$ cat src/rtl/fp_normalizer.sv
// Post-add normalization stage for the half-precision FP adder: moves the leading one
// of the raw mantissa sum to the hidden-bit position and packs {sign, exp, fraction}.
module fp_normalizer #(
  parameter int MANT_W = 10,
  parameter int EXP_W  = 5
) (
  input  logic                     clk,
  input  logic                     reset,
  input  logic                     in_valid,
  output logic                     in_ready,
  input  logic                     in_sign,
  input  logic [EXP_W-1:0]         in_exp,
  input  logic [MANT_W+1:0]        in_mant,
  output logic                     out_valid,
  input  logic                     out_ready,
  output logic [EXP_W+MANT_W:0]    out_result,
  output logic                     zero_flag,
  output logic                     overflow_flag,
  output logic                     underflow_flag
);

  localparam logic [EXP_W-1:0] EXP_MAX    = {EXP_W{1'b1}};
  localparam logic [EXP_W-1:0] EXP_MAX_M1 = {{(EXP_W-1){1'b1}}, 1'b0};
  localparam logic [EXP_W-1:0] EXP_ONE    = {{(EXP_W-1){1'b0}}, 1'b1};

  typedef enum logic [1:0] {IDLE, CHECK, LSHIFT, DONE} state_t;

  state_t              state_q;
  logic                sign_q;
  logic [EXP_W-1:0]    exp_q;
  logic [MANT_W+1:0]   mant_q;

  logic [MANT_W+1:0]   mantShl_d;
  logic [EXP_W-1:0]    expInc_d;
  logic [EXP_W-1:0]    expDec_d;
  logic [EXP_W+MANT_W:0] signedZero_d;
  logic [EXP_W+MANT_W:0] signedInf_d;

  assign mantShl_d    = {mant_q[MANT_W:0], 1'b0};
  assign expInc_d     = exp_q + EXP_ONE;
  assign expDec_d     = exp_q - EXP_ONE;
  assign signedZero_d = {sign_q, {(EXP_W+MANT_W){1'b0}}};
  assign signedInf_d  = {sign_q, EXP_MAX, {MANT_W{1'b0}}};

  assign in_ready = (state_q == IDLE) && !reset;

  // CHECK classifies the sum once; LSHIFT then walks the leading one up a bit per cycle,
  // flushing to zero rather than producing subnormals.
  always_ff @(posedge clk) begin
    if (reset) begin
      state_q        <= IDLE;
      sign_q         <= 1'b0;
      exp_q          <= '0;
      mant_q         <= '0;
      out_valid      <= 1'b0;
      out_result     <= '0;
      zero_flag      <= 1'b0;
      overflow_flag  <= 1'b0;
      underflow_flag <= 1'b0;
    end else begin
      case (state_q)
        IDLE: begin
          if (in_valid) begin
            sign_q  <= in_sign;
            exp_q   <= in_exp;
            mant_q  <= in_mant;
            state_q <= CHECK;
          end
        end
        CHECK: begin
          if (mant_q == '0) begin
            out_result <= signedZero_d;
            zero_flag  <= 1'b1;
            out_valid  <= 1'b1;
            state_q    <= DONE;
          end else if (exp_q == EXP_MAX) begin
            out_result    <= signedInf_d;
            overflow_flag <= 1'b1;
            out_valid     <= 1'b1;
            state_q       <= DONE;
          end else if (mant_q[MANT_W+1]) begin
            if (exp_q >= EXP_MAX_M1) begin
              out_result    <= signedInf_d;
              overflow_flag <= 1'b1;
            end else begin
              exp_q      <= expInc_d;
              mant_q     <= {1'b0, mant_q[MANT_W+1:1]};
              out_result <= {sign_q, expInc_d, mant_q[MANT_W:1]};
            end
            out_valid <= 1'b1;
            state_q   <= DONE;
          end else if (mant_q[MANT_W]) begin
            if (exp_q == '0) begin
              out_result     <= signedZero_d;
              underflow_flag <= 1'b1;
            end else begin
              out_result <= {sign_q, exp_q, mant_q[MANT_W-1:0]};
            end
            out_valid <= 1'b1;
            state_q   <= DONE;
          end else begin
            state_q <= LSHIFT;
          end
        end
        LSHIFT: begin
          if (exp_q <= EXP_ONE) begin
            out_result     <= signedZero_d;
            underflow_flag <= 1'b1;
            out_valid      <= 1'b1;
            state_q        <= DONE;
          end else begin
            mant_q <= mantShl_d;
            exp_q  <= expDec_d;
            if (mantShl_d[MANT_W]) begin
              out_result <= {sign_q, expDec_d, mantShl_d[MANT_W-1:0]};
              out_valid  <= 1'b1;
              state_q    <= DONE;
            end
          end
        end
        DONE: begin
          if (out_ready) begin
            out_valid      <= 1'b0;
            zero_flag      <= 1'b0;
            overflow_flag  <= 1'b0;
            underflow_flag <= 1'b0;
            state_q        <= IDLE;
          end
        end
        default: state_q <= IDLE;
      endcase
    end
  end

endmodule

$ cat config.mk
export PLATFORM = sky130hd
export DESIGN_NAME = fp_normalizer
export DESIGN_NICKNAME = d
export VERILOG_FILES = /design/src/rtl/fp_normalizer.sv
export SDC_FILE = /design/constraint.sdc
export NUM_CORES = 1
export LEC_CHECK = 0
export CORE_MARGIN = 1.5
export CORE_UTILIZATION = 30
export DETAILED_ROUTE_END_ITERATION = 7
export PLACE_DENSITY_LB_ADDON = 0.15
export SYNTH_ARGS = -nofsm -noshare
export SYNTH_HDL_FRONTEND = slang
export SYNTH_SLANG_ARGS = --single-unit
$ cat constraint.sdc
create_clock -name clk -period 7.64 [get_ports clk]
set_clock_uncertainty 0.2 [all_clocks]
set_input_delay 1.146 -clock clk [delete_from_list [all_inputs] [get_ports clk]]
set_output_delay 1.146 -clock clk [all_outputs]
set_load 0.005 [all_outputs]
Yosys cells after proc, flatten, opt, wreduce, memory -nomap -nowiden
Cells that the tools add are included.

Logic and storage cells: 106. Input port bits: 22. Output and inout port bits: 21. Flip-flop bits (word level): 40.

Reduce and logical (&&, ||, !) cells: 18. Equality and inequality tests: 20. $lt $le $gt $ge: 2. Multiplexer cells: 54. Add/sub/neg operators: 2.

Operators by type and width (number): two-way mux 16 bit (6); two-way mux 12 bit (6); one-hot mux 12 bit (3 select lines) (1); one-hot mux 16 bit (2 select lines) (1); two-way mux 15 bit (2); two-way mux 5 bit (6); != test 2 bit (second input constant) (12); two-way mux 1 bit (22); one-hot mux 5 bit (3 select lines) (1); logical NOT 12 bit (1); AND reduction 5 bit (2); != test 3 bit (second input constant) (3); AND reduction 3 bit (3); two-way mux 2 bit (4); one-hot mux 2 bit (4 select lines) (1); AND reduction 8 bit (1); AND reduction 7 bit (1); one-hot mux 1 bit (3 select lines) (2); nonzero test 3 bit (2); adder 5 x 1 -> 5 bit (second input constant) (1); equality test 5 bit (second input constant) (1); >= comparator 5 bit (second input constant) (1); less-or-equal comparator 5 x 1 -> 1 bit (second input constant) (1); logical NOT 5 bit (1); other kinds (11) (14).

Logic depth before layout (Yosys ltp)
Depth in word-level cells: 7. Depth in mapped cells: 10. Gate-level depth less buffers: 8.

Least setup slack after synthesis
No wires, ideal clock.

Kind: input port to output port. From: input port reset. To: output port in_ready. Required time: 6294 ps. Stages: 2. Path buffers: 1. Arrival time: 1501 ps. Setup slack: 4793 ps. Path through: clkbuf_1 > nor2b_1.

Longest elaborated chain between the ends: 2.

Ends and longest elaborated chain: start: declaration (RTL line 8) `input logic reset,`; logical NOT 1 bit (RTL line 45) `assign in_ready = (state_q == IDLE) && !reset;`; logical AND 1 bit (RTL line 45); end: declaration (RTL line 10) `output logic in_ready,`.

Every way passes these cells.

Final worst setup path
Ends and elaborated chain as after synthesis.

==> reports/qor.yml <==
drt:
  ant_nets: 0
  wire_per_inst_um: 16.22
  vias: 2537
  drc: 0
  drt_iter0_drc: 142
  routed_wl_um: 7427
  dr.pass1.iters: 4
  viasPerCell: 5.539
global_route:
  gr-total-overflow: 0
  antenna_found_initial: 0
  grt_pass1_vias: 2358
  grt_pass1_wl_um: 12190
  grt_usage_pct: 17.27
  grt_max_degree: 25
critical_path:
  required_ns: 6.29
  path_class: "in2out"
  cp_max_fo: 20
  path_delay_family: "buffers and inverters"
  arrival_ns: 2.40
  timing.rr.start: "exp_q[0]$_SDFFE_PP0P_"
  path_cells: "clkdlybuf4s50_1 > buf_4 > nor2b_1 > clkdlybuf4s50_1"
  cp-startpoint: "reset"
  critPathMaxStageDelay_ns: 0.51
  cp-end-kind: "output port"
  reg2reg_slack_ns: 4.47
  cp_num_buf_inv: 3
  crit_path_start_kind: "primary input"
  cpMostUsedCell: "clkdlybuf4s50_1"
  cp_slowest_cell: "clkdlybuf4s50_1"
cells_and_area:
  diodes: 0
  finalNetCount: 385
  synthToLayoutAreaGrowth_pct: 22.76
  layout-drive-gt1-share_pct: 6.232
yosys:
  yosysWarningCount: 0
  syn_inst: 327
  synth_edf_count: 0
  synth_most_common_cell: "nand2_1"
  ys_seq_area_share_pct: 31.81
  yosysTopAreaCell: "dfxtp_1"
  synthesis.nets: 360
  synth_seq_cells: 40
  synth_cell_type_count: 55
  yosys.area.top_type_share_pct: 31.81
  synthArstFlopShare_pct: 0
  synth_common_cells: "43 x nand2_1, 40 x dfxtp_1, 35 x nor2_1"
  avgSynthCellArea_um2: 7.699
  ys_top_cells_by_area: "dfxtp_1 32%, nand2_1 6.4%, ha_1 5.5%, a22o_1 5.2%, nor2_1 5.2%"
  synth_ff_type: "dfxtp_1"
  netlist_area_um2: 2517
clocking:
  cts_sinks: 40
  numCtsBuffers: 5
  cts_hold_buffers: 0
  insertion_delay_ns: 0.29
  cts_setup_buffers: 0
  clk_path_buf_depth: 2
  cts_tree: "done"
  cts_root_buf: "clkbuf_8"
  post_cts_resized: 0
  htreeDepth: 2
  path_clk_slew_ns: 0.08
die:
  rows: 33
  io_pins: 43
  dieArea_um2: 8950
  die_h_um: 94.61
  initial_utilization_pct: 30.79
  fp.coreArea_um2: 8175
  die_w_um: 94.61
run_status:
  run_status: "finished, final reports clean"
min_path:
  hold_path_class: "reg2reg"
  min-delay-start: "sign_q$_SDFFE_PP0P_"
timing:
  period_minus_slack_ns: 3.745
  setup_tns_ns: 0
  finalCritPeriodShare_pct: 49.02
  rsz0062_at_grt: "false"
  setup_violations: 0
  clock.fmax_mhz: 267.0
  fin_ws_ns: 3.895
  maxSlewViolCount: 0
  relSlewSlack_pct: 29.16
  worst_pin_slew_ns: 1.063
  hold_violations: 0
  worst_hold_slack_ns: 0.2573
power:
  leakagePower_nw: 1.109
  ir_worst_vdd_uv: 164.5
  powerDensity_nw_per_um2: 433.3
  comb_power_share_pct: 59.4
  p_int_w: 0.0006934
  swShare_pct: 48.22
  netSwitchingPower_w: 0.0006457
  power_frac_seq_pct: 27.5
  p_clk_share_pct: 13.2
placed_design:
  dp_hpwl_um: 5088
  dp_slack_ns: 3.907
  io_buffers: 42
  place_congestion: 0.8168
job:
  cap_violations: 0
-- worst reg2reg max path, stage by stage (launching register included) --
cell and delay [ns]:
dfxtp_1 0.61, inv_1 0.16, ha_1 0.26, o2111ai_1 0.22, and2_1 0.52, o211ai_2 0.28
nor2_1 0.61, a22o_1 0.25
-- registers in the layout, summed over array words and instances, names as in the netlist --
name / flops
out_result: 16
mant_q: 12
exp_q: 5
state_q: 2
out_valid: 1
overflow_flag: 1
sign_q: 1
underflow_flag: 1
zero_flag: 1
-- path summary, 6_finish.rpt --
| kind | end | cells after the start |
|---|---|---|
| setup / recovery | in_ready | 4 |
| setup reg to reg | mant_q[8]$_SDFFE_PP0P_ | 7 |
| hold / removal | sign_q$_SDFFE_PP0P_ | 2 |
| hold reg to reg | sign_q$_SDFFE_PP0P_ | 2 |
-- power groups by stage --
stage / Combinational [W] / Sequential (W) / Clock (W)
6_report: 0.000795 / 0.000368 / 0.000176
5_1_grt: 0.000895 / 0.000380 / 0.000191
4_1_cts: 0.000797 / 0.000366 / 0.000181
3_5_place_dp: 0.000791 / 0.000371 / 0
3_3_place_gp: 0.000789 / 0.000371 / 0
2_1_floorplan: 0.000608 / 0.000329 / 0
-- kinds of logic after synthesis --
| group | count (synthesis) | share of synthesized area, % |
|---|---|---|
| compound gates | 126 | 35.93 |
| flops | 40 | 31.81 |
| xor+xnor | 1 | 0.3480 |
| mux | 3 | 1.193 |
| simple gates | 109 | 19.14 |
| buf+inv | 37 | 6.113 |
| fa+ha+maj | 11 | 5.467 |
-- metrics by stage --
step	cell area, um2	power [W]	instances	utilization, %
final	3090	0.001339	458	37.80
after global routing	3090	0.001466	458	37.80
after CTS	3090	0.001344	458	37.80
after detailed placement	2979	0.001162	450	36.44
after global placement	2979	0.001160	450	36.44
after floorplan	2517	0.0009373	327	-
-- cell type report --
| cell class | instances | area, um2 |
|---|---|---|
| Clock buffer | 5 | 68.82 |
| Clock inverter | 3 | 42.54 |
| Fill cell | 867 | 5085 |
| Inverter | 9 | 33.78 |
| Multi-Input combinational cell | 250 | 1563 |
| Sequential cell | 40 | 800.8 |
| Tap cell | 105 | 131.4 |
| Timing Repair Buffer | 46 | 450.4 |
-- placed cells by master (no fill, tap or decap), drive strengths merged, types with 2 or more instances in the layout --
cell           Yosys  final
nor2b              3      3
a311oi             2      2
a31oi             15     15
nand2             43     43
inv                9      9
dfxtp             40     40
nor4               3      3
nor2              36     36
buf                7      4
a221oi            10     10
a211oi             3      3
clkdlybuf4s50      0     42
and3               4      4
o221ai             3      3
clkbuf            21      5
o211ai             9      9
nor3               7      7
a22o              18     18
nand2b             2      2
a22oi              2      2
and2               2      2
a21oi             25     25
nand3              5      5
mux2i              3      3
ha                11     11
o21ai             20     20
a311o              3      3
-- per-layer routing --
metal  global-route usage [%]  vias to the layer above  wire length (um)
li1                         -                     1268                 -
met1                    25.29                     1201              3711
met2                    26.07                       66              3313
met3                    2.818                        2               371
met4                    4.229                        0                31
met5                        0                        -                 0
Note: power is estimated with default switching activity, not from simulation.
